## src/rtl/switch_conditioner.sv

```systemverilog
// rtl/switch_conditioner.sv - synchronise and debounce board switches for the picoMIPS cpu
// Per-bit sync chain plus stability counter; registered change and go-press pulses.
module switch_conditioner #(
  parameter int W               = 10,
  parameter int SYNC_STAGES     = 2,
  parameter int DEBOUNCE_CYCLES = 4,
  parameter int GO_BIT          = 8
) (
  input  logic         clk,
  input  logic         rst,
  input  logic [W-1:0] switchesRaw,
  output logic [W-1:0] switchesOut,
  output logic         changed,
  output logic         goPress
);

  localparam int CW = (DEBOUNCE_CYCLES > 1) ? $clog2(DEBOUNCE_CYCLES) : 1;
  localparam logic [CW-1:0] CNT_MAX = CW'(DEBOUNCE_CYCLES - 1);

  logic [SYNC_STAGES-1:0][W-1:0] sync_q;
  logic [W-1:0][CW-1:0]          cnt_q, cnt_d;
  logic [W-1:0]                  stable_q, stable_d;
  logic                          changed_q, changed_d;
  logic                          go_q, go_d;
  logic [W-1:0]                  s;

  assign s = sync_q[SYNC_STAGES-1];

  always_comb begin
    cnt_d    = cnt_q;
    stable_d = stable_q;
    for (int b = 0; b < W; b++) begin
      if (s[b] == stable_q[b]) begin
        cnt_d[b] = '0;
      end else if (cnt_q[b] == CNT_MAX) begin
        // Counter clears on acceptance, so it can never wrap.
        stable_d[b] = s[b];
        cnt_d[b]    = '0;
      end else begin
        cnt_d[b] = cnt_q[b] + 1'b1;
      end
    end
    changed_d = |(stable_d ^ stable_q);
    go_d      = stable_d[GO_BIT] & ~stable_q[GO_BIT];
  end

  always_ff @(posedge clk or posedge rst) begin
    if (rst) begin
      sync_q    <= '0;
      cnt_q     <= '0;
      stable_q  <= '0;
      changed_q <= 1'b0;
      go_q      <= 1'b0;
    end else begin
      sync_q    <= {sync_q[SYNC_STAGES-2:0], switchesRaw};
      cnt_q     <= cnt_d;
      stable_q  <= stable_d;
      changed_q <= changed_d;
      go_q      <= go_d;
    end
  end

  assign switchesOut = stable_q;
  assign changed     = changed_q;
  assign goPress     = go_q;

endmodule
```

## config.mk

```make
export PLATFORM = sky130hd
export DESIGN_NAME = switch_conditioner
export DESIGN_NICKNAME = d
export VERILOG_FILES = /design/src/rtl/switch_conditioner.sv
export SDC_FILE = /design/constraint.sdc
export NUM_CORES = 1
export LEC_CHECK = 0
export BUFFER_PORTS_ARGS = -buffer_cell sky130_fd_sc_hd__buf_2
export CELL_PAD_IN_SITES_DETAIL_PLACEMENT = 1
export CELL_PAD_IN_SITES_GLOBAL_PLACEMENT = 1
export CORE_UTILIZATION = 50
export CTS_CLUSTER_DIAMETER = 120
export DETAILED_ROUTE_END_ITERATION = 8
export GPL_TIMING_DRIVEN = 0
export PLACE_DENSITY = 0.91
export SYNTH_ARGS = -nofsm -noshare
export SYNTH_HDL_FRONTEND = slang
export SYNTH_SLANG_ARGS = --single-unit
export TNS_END_PERCENT = 30
```

## constraint.sdc

```tcl
create_clock -name clk -period 3.95 [get_ports clk]
set_clock_uncertainty 0.05 [all_clocks]
set_input_delay 0.395 -clock clk [delete_from_list [all_inputs] [get_ports clk]]
set_output_delay 0.395 -clock clk [all_outputs]
set_load 0.02 [all_outputs]
```

==> results_dict.tcl, run 1 <==
set metrics [dict create \
    final_cell_mix "dfrtp_1, buf_2, ha_1" \
    num_vias 954 \
    wire_per_inst_um 14.3 \
    num_rows 21 \
    viasPerCell 5.02 \
    grt-ovfl-total 0 \
    layout_commonest_cell "dfrtp_1" \
    synth-seq-area-share_pct 70.6 \
    power_mw 1.62 \
    maxSlewHeadroom_pct 67.4 \
    postCtsHoldBufs 0 \
    clk_pin_slew_ps 90 \
    power_density_nw_per_um2 753 \
    fin_area_um2 2150 \
    crit_top_cell "ha_1" \
    clockBufferDepth 2 \
    clock_latency_ps 300 \
    yosysUniqueCellTypes 17 \
    hold_viol 0 \
    die_x_um 62.7 \
    max_cap_violations 0 \
    dpl_cell_area_um2 2040 \
    setup_viol 0 \
    syn_to_final_growth_pct 16.5 \
    drtIter0Drc 30 \
    track_usage_pct 16.7 \
    fin_tns_setup_ps 0 \
    multiInputGateArea_um2 534 \
    cts_setup_buffers 0 \
    core_um2 3440 \
    tightestPinTransition_ps 489 \
    crit_buf_inv 0 \
    crit_fanout 3 \
    first_global_vias 1044 \
    start_kind "register" \
    slew_viol_final 0 \
    status "completed" \
    rsz0062_at_grt "false" \
    yosys_warnings 0 \
    syn-instance-count 112 \
    worstPathCellList "ha_1 > nand2_1 > o21ai_0 > ha_1 > nand4_1" \
    grt_pass1_wl_um 4820 \
    n_antenna_cell 0 \
    regArea_um2 1300 \
    crit_required_ps 4070 \
    ir_worst_vdd_uv 471 \
    yosysTopAreaCell "dfrtp_1" \
    finalNetCount 166 \
    drive_above_1_share_pct 31.9 \
    synth_area_leaders "dfrtp_1, ha_1, mux2_2" \
    firstDrtPassIters 2 \
    cts_made_buffers 5 \
    min_period_over_period_pct 34.8 \
    die_area_um2 3930 \
    p_leak_nw 1.05 \
    ios 24 \
    die_h_um 62.7 \
    antenna_found_initial 0 \
    arrival_ps 1490 \
    slowest_delay_ps 390 \
    portBuffers 23 \
    start_util_pct 53.5 \
    syn_avg_cell_area_um2 16.5 \
    min_period_ps 1370 \
    worstHoldPathType "input pin to asynchronous set/reset pin" \
    synth_nets 135 \
    dp_hpwl_um 2050 \
    cts_max_level 2 \
    end_kind "register" \
    grt_max_degree 31 \
    ant_nets 0 \
    cts_tree "built" \
    synthesis.area_um2 1840 \
    synth_top_area_share_pct 70.6 \
    gp_congestion 0.686 \
    cts_root_buf "clkbuf_8" \
    routed_wl_um 2720 \
    holdWs_ps 60.5 \
    crit_path_top_delay_cell "dfrtp_1" \
    cp_top_family "adder cells" \
    postCtsResizedCells 0 \
    ys_ff_latch 52 \
    nFillCells 334 \
    drcViolationCount 0 \
    cts.sinks 52 \
    worst-setup-path-type "register to register" \
    timing.fmax_ghz 0.728 \
]
==> synth_stat cells, drive strengths merged <==
master / instances
a22o: 2
mux2: 9
and2: 9
nor3b: 9
nor3: 1
o21ai: 1
a221oi: 2
nor2b: 1
dfrtp: 52
nand4: 1
nand2: 2
inv: 2
xor2: 9
ha: 11
xnor2: 1
==> final timing paths <==
path,endpoint,depth (start not counted),startpoint,slack (ps)
max,changed,5,cnt_q[16],2580
min,switchesOut[2],2,rst,60
max reg2reg,changed,5,cnt_q[16],2580
min reg2reg,s[3],0,sync_q[3],300
max in group asynchronous,cnt_q[6],3,rst,3280
min in group clk,sync_q[5],1,switchesRaw[5],150
==> registers in the layout, indices dropped and copies added (netlist names) <==
name,cells
cnt_q,20
s,10
switchesOut,10
sync_q,10
changed,1
goPress,1
==> metrics by stage <==
step / setup WS, ps / instances / utilization, %
finish: 2580 / 190 / 62.4
global route: 2460 / 190 / 62.4
CTS: 2560 / 190 / 62.4
detailed placement: 2560 / 182 / 59.1
global placement: 1760 / 181 / 58.6
floorplan: 2250 / 112 / -
==> where the power goes <==
group / leakage [nW] / internal (mW) / switching (mW) / total (mW)
Sequential: 0.635 / 0.688 / 0.0928 / 0.781
Combinational: 0.356 / 0.227 / 0.260 / 0.487
Clock: 0.0541 / 0.187 / 0.162 / 0.349
==> routing by layer <==
metal	wire, um	up-vias	global-route usage, %
met4	48	0	7.85
li1	-	446	-
met2	1420	19	28.3
met3	87	6	4.01
met5	0	-	0
met1	1160	483	20.2
==> area by class of cell <==
| type | instances | area share [%] |
|---|---|---|
| Sequential cell | 52 | 60.6 |
| Multi-Input combinational cell | 58 | 24.9 |
| Timing Repair Buffer | 24 | 6.29 |
| Clock buffer | 5 | 3.21 |
| Tap cell | 46 | 2.68 |
| Clock inverter | 3 | 1.98 |
| Inverter | 2 | 0.350 |
==> logic make-up (layout without fill, tap and decap cells) <==
| kind of cell | count (synthesis) | after routing | share of synthesized area (%) |
|---|---|---|---|
| AO/OA/AOI/OAI | 5 | 5 | 2.85 |
| XOR/XNOR | 10 | 10 | 4.75 |
| adder cells (fa/ha/maj) | 11 | 11 | 7.47 |
| buffers and inverters | 2 | 34 | 0.407 |
| flip-flops | 52 | 52 | 70.6 |
| multiplexers | 9 | 9 | 5.50 |
| AND/OR/NAND/NOR | 23 | 23 | 8.42 |
Note: power is estimated with default switching activity, not from simulation.
==> inputs of run 2 (changes only) <==
- CORE_UTILIZATION: 50 -> 46
- PLACE_DENSITY: 0.91 -> 0.86
- clock period: 3.95 -> 1.4 ns (I/O delays scaled with it)
==> results_dict.tcl, run 2 (synthesis results as in run 1) <==
set metrics [dict create \
    path_depth 4 \
    swShare_pct 32.2 \
    worst-setup-path-type "register to register" \
    final_cell_mix "dfrtp_1, buf_2, dlygate4sd3_1" \
    rsz0062_at_grt "false" \
    drive_above_1_share_pct 32.7 \
    min_period_over_period_pct 96.3 \
    syn_to_final_growth_pct 21.5 \
    portBuffers 23 \
    largest_reg_flops 20 \
    ir_worst_vdd_uv 1220 \
    ios 24 \
    clkPwrFrac_pct 19.3 \
    drtIter0Drc 33 \
    drcViolationCount 0 \
    n_antenna_cell 0 \
    num_rows 22 \
    setup_viol 0 \
    die_x_um 65.3 \
    routed_wl_um 2930 \
    timing.fmax_ghz 0.742 \
    arrival_ps 1470 \
    cts_max_level 2 \
    holdWs_ps 19.5 \
    finalNetCount 176 \
    rr_worst_depth 4 \
    cts_root_buf "clkbuf_8" \
    worstHoldPathType "input pin to asynchronous set/reset pin" \
    tightestPinTransition_ps 1030 \
    end_kind "register" \
    p_seq_share_pct 49.2 \
    antenna_found_initial 0 \
    first_global_vias 1112 \
    cts.sinks 52 \
    viasPerCell 4.90 \
    slowest_delay_ps 400 \
    firstDrtPassIters 3 \
    max_cap_violations 0 \
    num_vias 985 \
    start_util_pct 49.2 \
    p_leak_nw 1.06 \
    die_h_um 65.3 \
    gp_congestion 0.685 \
    power_density_nw_per_um2 2010 \
    crit_path_top_delay_cell "dfrtp_1" \
    pwr-share-comb_pct 31.5 \
    crit_required_ps 1520 \
    clk_pin_slew_ps 80 \
    maxSlewHeadroom_pct 30.9 \
    crit_buf_inv 0 \
    hold_viol 0 \
    fin_area_um2 2240 \
    die_area_um2 4260 \
    slew_viol_final 0 \
    ant_nets 0 \
    grt-ovfl-total 0 \
    grt_max_degree 53 \
    clock_latency_ps 300 \
    status "completed" \
    clockBufferDepth 2 \
    min_period_ps 1350 \
    r2r_slack_ps 50 \
    crit_fanout 3 \
    grt_pass1_wl_um 5080 \
    layout_commonest_cell "dfrtp_1" \
    worstPathCellList "xor2_1 > a22o_1 > a221oi_2 > nand4_1" \
    dp_hpwl_um 2090 \
    dpl_cell_area_um2 2020 \
    core_um2 3740 \
    cts_tree "built" \
    p_switching_mw 1.45 \
    wire_per_inst_um 14.6 \
    cts_made_buffers 5 \
    regToRegEndpoint "changed" \
    start_kind "register" \
    cp_top_family "compound AO/OA/AOI/OAI gates" \
    internal-power_mw 3.06 \
    track_usage_pct 16.9 \
    r2r_start "switchesOut[3]" \
    largest-register "cnt_q" \
]
==> run 2: changes by cell type in the layout (fill, tap and decap cells not counted), sizes merged <==
cell	before	now
clkinv	1	0
inv	2	1
bufinv	1	0
clkbuf	5	7
dlygate4sd3	0	10
==> run 2: repair_timing <==
action / CTS / global route
hold endpoints to repair: 10 / 0
hold buffers: 10 / 0
resized for setup: 1 / 5
gates cloned: 0 / 0
endpoints found under the setup margin: 1 / 1
buffers inserted: 0 / 1
==> run 2: metrics by stage <==
| stage | power, mW | setup TNS (ps) | setup WS, ps | std cells | util [%] |
|---|---|---|---|---|---|
| 4_1_cts | 4.55 | 0 | 16.9 | 200 | 59.3 |
| 3_3_place_gp | 3.46 | 0 | 54.3 | 183 | 54.0 |
| 2_1_floorplan | 3.15 | 0 | 74.7 | 112 | - |
| 3_5_place_dp | 3.63 | -3.20 | -3.20 | 183 | 54.0 |
| 6_report | 4.51 | 0 | 51.4 | 201 | 59.8 |
| 5_1_grt | 4.82 | 0 | 0.809 | 201 | 59.8 |
==> run 2: layout make-up <==
| cell class | count | area, um2 |
|---|---|---|
| inverter | 2 | 11.3 |
| sequential | 52 | 1300 |
| fill | 382 | 1510 |
| timing repair buffer | 34 | 223 |
| tap | 48 | 60.1 |
| multi-input combinational | 58 | 547 |
| clock buffer | 7 | 96.3 |
==> run 2: power groups by stage <==
stage | Combinational (mW) | Clock, mW | Sequential (mW)
floorplan | 0.752 | 0 | 2.40
global placement | 1.26 | 0 | 2.20
detailed placement | 1.38 | 0 | 2.26
CTS | 1.42 | 0.902 | 2.23
global route | 1.58 | 0.965 | 2.27
finish | 1.42 | 0.871 | 2.22
==> run 2: worst register-to-register path: cells and delay by family (launching register included) <==
family           cells  cell delay [ps]
AO/OA/AOI/OAI        2              470
flip-flops           1              400
XOR/XNOR             1              180
AND/OR/NAND/NOR      1              120
==> run 2: layer usage <==
layer | part of all wire, % | GRT usage, %
met2 | 56 | 29.6
met4 | 2.0 | 8.15
met1 | 38 | 18.5
met5 | 0 | 0
met3 | 3.7 | 5.21
==> run 2: how the worst max path moves through the flow <==
| stage | startpoint | end | slack (ps) |
|---|---|---|---|
| final | switchesOut[3] | changed | 50 |
| after global routing | switchesOut[3] | changed | 0.8 |
| after CTS | cnt_q[16] | changed | 20 |
| after detailed placement | cnt_q[6] | changed | -3 |
| after global placement | cnt_q[6] | changed | 50 |
| after floorplan | switchesOut[3] | changed | 70 |
==> inputs of run 3 (changes only) <==
- CORE_UTILIZATION: 46 -> 39
- PLACE_DENSITY: 0.86 -> 0.76
==> results_dict.tcl, run 3 (synthesis results as in run 1) <==
set metrics [dict create \
    crit_required_ps 1530 \
    power_density_nw_per_um2 1990 \
    ios 24 \
    arrival_ps 1470 \
    max_cap_violations 0 \
    hold_viol 0 \
    finalWorstSetupSlack_ps 56.7 \
    power_mw 4.44 \
    firstDrtPassIters 5 \
    timing.fmax_ghz 0.744 \
    antenna_found_initial 0 \
    dpl_cell_area_um2 2030 \
    violations "design-rule violations" \
    crit_buf_inv 0 \
    dp_slack_ps 17.5 \
    crit_fanout 3 \
    ir_worst_vdd_uv 740 \
    r2r_start "switchesOut[3]" \
    path_depth 4 \
    critPathLaunch "switchesOut[3]" \
    die_x_um 70.7 \
    grt_pass1_wl_um 4910 \
    worstHoldPathType "input pin to asynchronous set/reset pin" \
    num_rows 24 \
    cts.sinks 52 \
    n_antenna_cell 0 \
    syn_to_final_growth_pct 21.0 \
    cts_max_level 2 \
    layout_commonest_cell "dfrtp_1" \
    core_um2 4440 \
    p_leak_nw 1.07 \
    grt-ovfl-total 0 \
    final_cells 206 \
    first_global_vias 1066 \
    slew_viol_final 0 \
    worst-setup-path-type "register to register" \
    start_kind "register" \
    cp_top_family "compound AO/OA/AOI/OAI gates" \
    die_area_um2 5000 \
    end_kind "register" \
    grt_max_degree 53 \
    largest-register "cnt_q" \
    dp_hpwl_um 1960 \
    r2r_slack_ps 60 \
    crit_path_top_delay_cell "dfrtp_1" \
    rsz0062_at_grt "false" \
    fin_tns_setup_ps 0 \
    worstPathCellList "xor2_1 > a22o_1 > a221oi_2 > nand4_1" \
    setup_viol 0 \
    cts_tree "built" \
    rr_worst_depth 4 \
    fin_util_pct 50.2 \
    start_util_pct 41.5 \
    clock_latency_ps 300 \
    drive_above_1_share_pct 29.9 \
    portBuffers 23 \
    clk_pin_slew_ps 80 \
    routed_wl_um 2780 \
    status "complete, but fails checks" \
    endpoint "changed" \
    num_vias 991 \
    tightestPinTransition_ps 1060 \
    regToRegEndpoint "changed" \
    finalNetCount 176 \
    dp_cells 187 \
    slowest_delay_ps 410 \
    holdWs_ps 32.5 \
    maxSlewHeadroom_pct 28.9 \
    cts_root_buf "clkbuf_8" \
    track_usage_pct 12.9 \
    ant_nets 0 \
    cts_made_buffers 5 \
    drcViolationCount 4 \
    die_h_um 70.7 \
    final_cell_mix "dfrtp_1, buf_2, dlygate4sd3_1" \
    min_period_ps 1340 \
    gp_congestion 0.685 \
    min_period_over_period_pct 95.9 \
    fin_area_um2 2230 \
    drtIter0Drc 46 \
    viasPerCell 4.81 \
    clockBufferDepth 2 \
    wire_per_inst_um 13.5 \
    largest_reg_flops 20 \
]
run 3: worst register-to-register path, stage by stage (launching register included):
cell and delay [ps]:
dfrtp_1 410, xor2_1 200, a22o_1 260, a221oi_2 200, nand4_1 110
run 3: worst min path at each step:
stage | to | slack (ps) | cells after the start
2_1_floorplan | sync_q[0] | 120 | 0
3_3_place_gp | sync_q[5] | 200 | 1
3_5_place_dp | sync_q[2] | 200 | 1
4_1_cts | sync_q[3] | 70 | 2
5_1_grt | sync_q[3] | 120 | 2
6_report | cnt_q[7] | 30 | 2
run 3: area by class of cell:
cell class	count	area, um2
fill	463	2210
sequential	52	1300
multi-input combinational	58	539
timing repair buffer	34	223
clock buffer	8	90.1
tap	52	65.1
inverter	2	11.3
run 3: metal layers:
layer	up-vias	part of all wire (%)	GRT usage (%)	wire length, um
li1	461	-	-	-
met1	502	43	16.0	1190
met2	20	51	21.4	1430
met3	8	3.8	3.42	106
met4	0	2.1	6.00	57
met5	-	0	0	0
run 3: power by group:
part           total [mW]  switching (mW)  internal (mW)
Sequential           2.21           0.266           1.94
Clock               0.842           0.439          0.403
Combinational        1.39           0.720          0.667
Total                4.44            1.42           3.01
run 3: repair_timing:
| action | 4_1_cts | 5_1_grt |
|---|---|---|
| setup buffers | 0 | 1 |
| endpoints found under the setup margin | 0 | 1 |
| hold buffers | 10 | 0 |
| hold endpoints to repair | 10 | 0 |
| gates resized for setup | 0 | 3 |
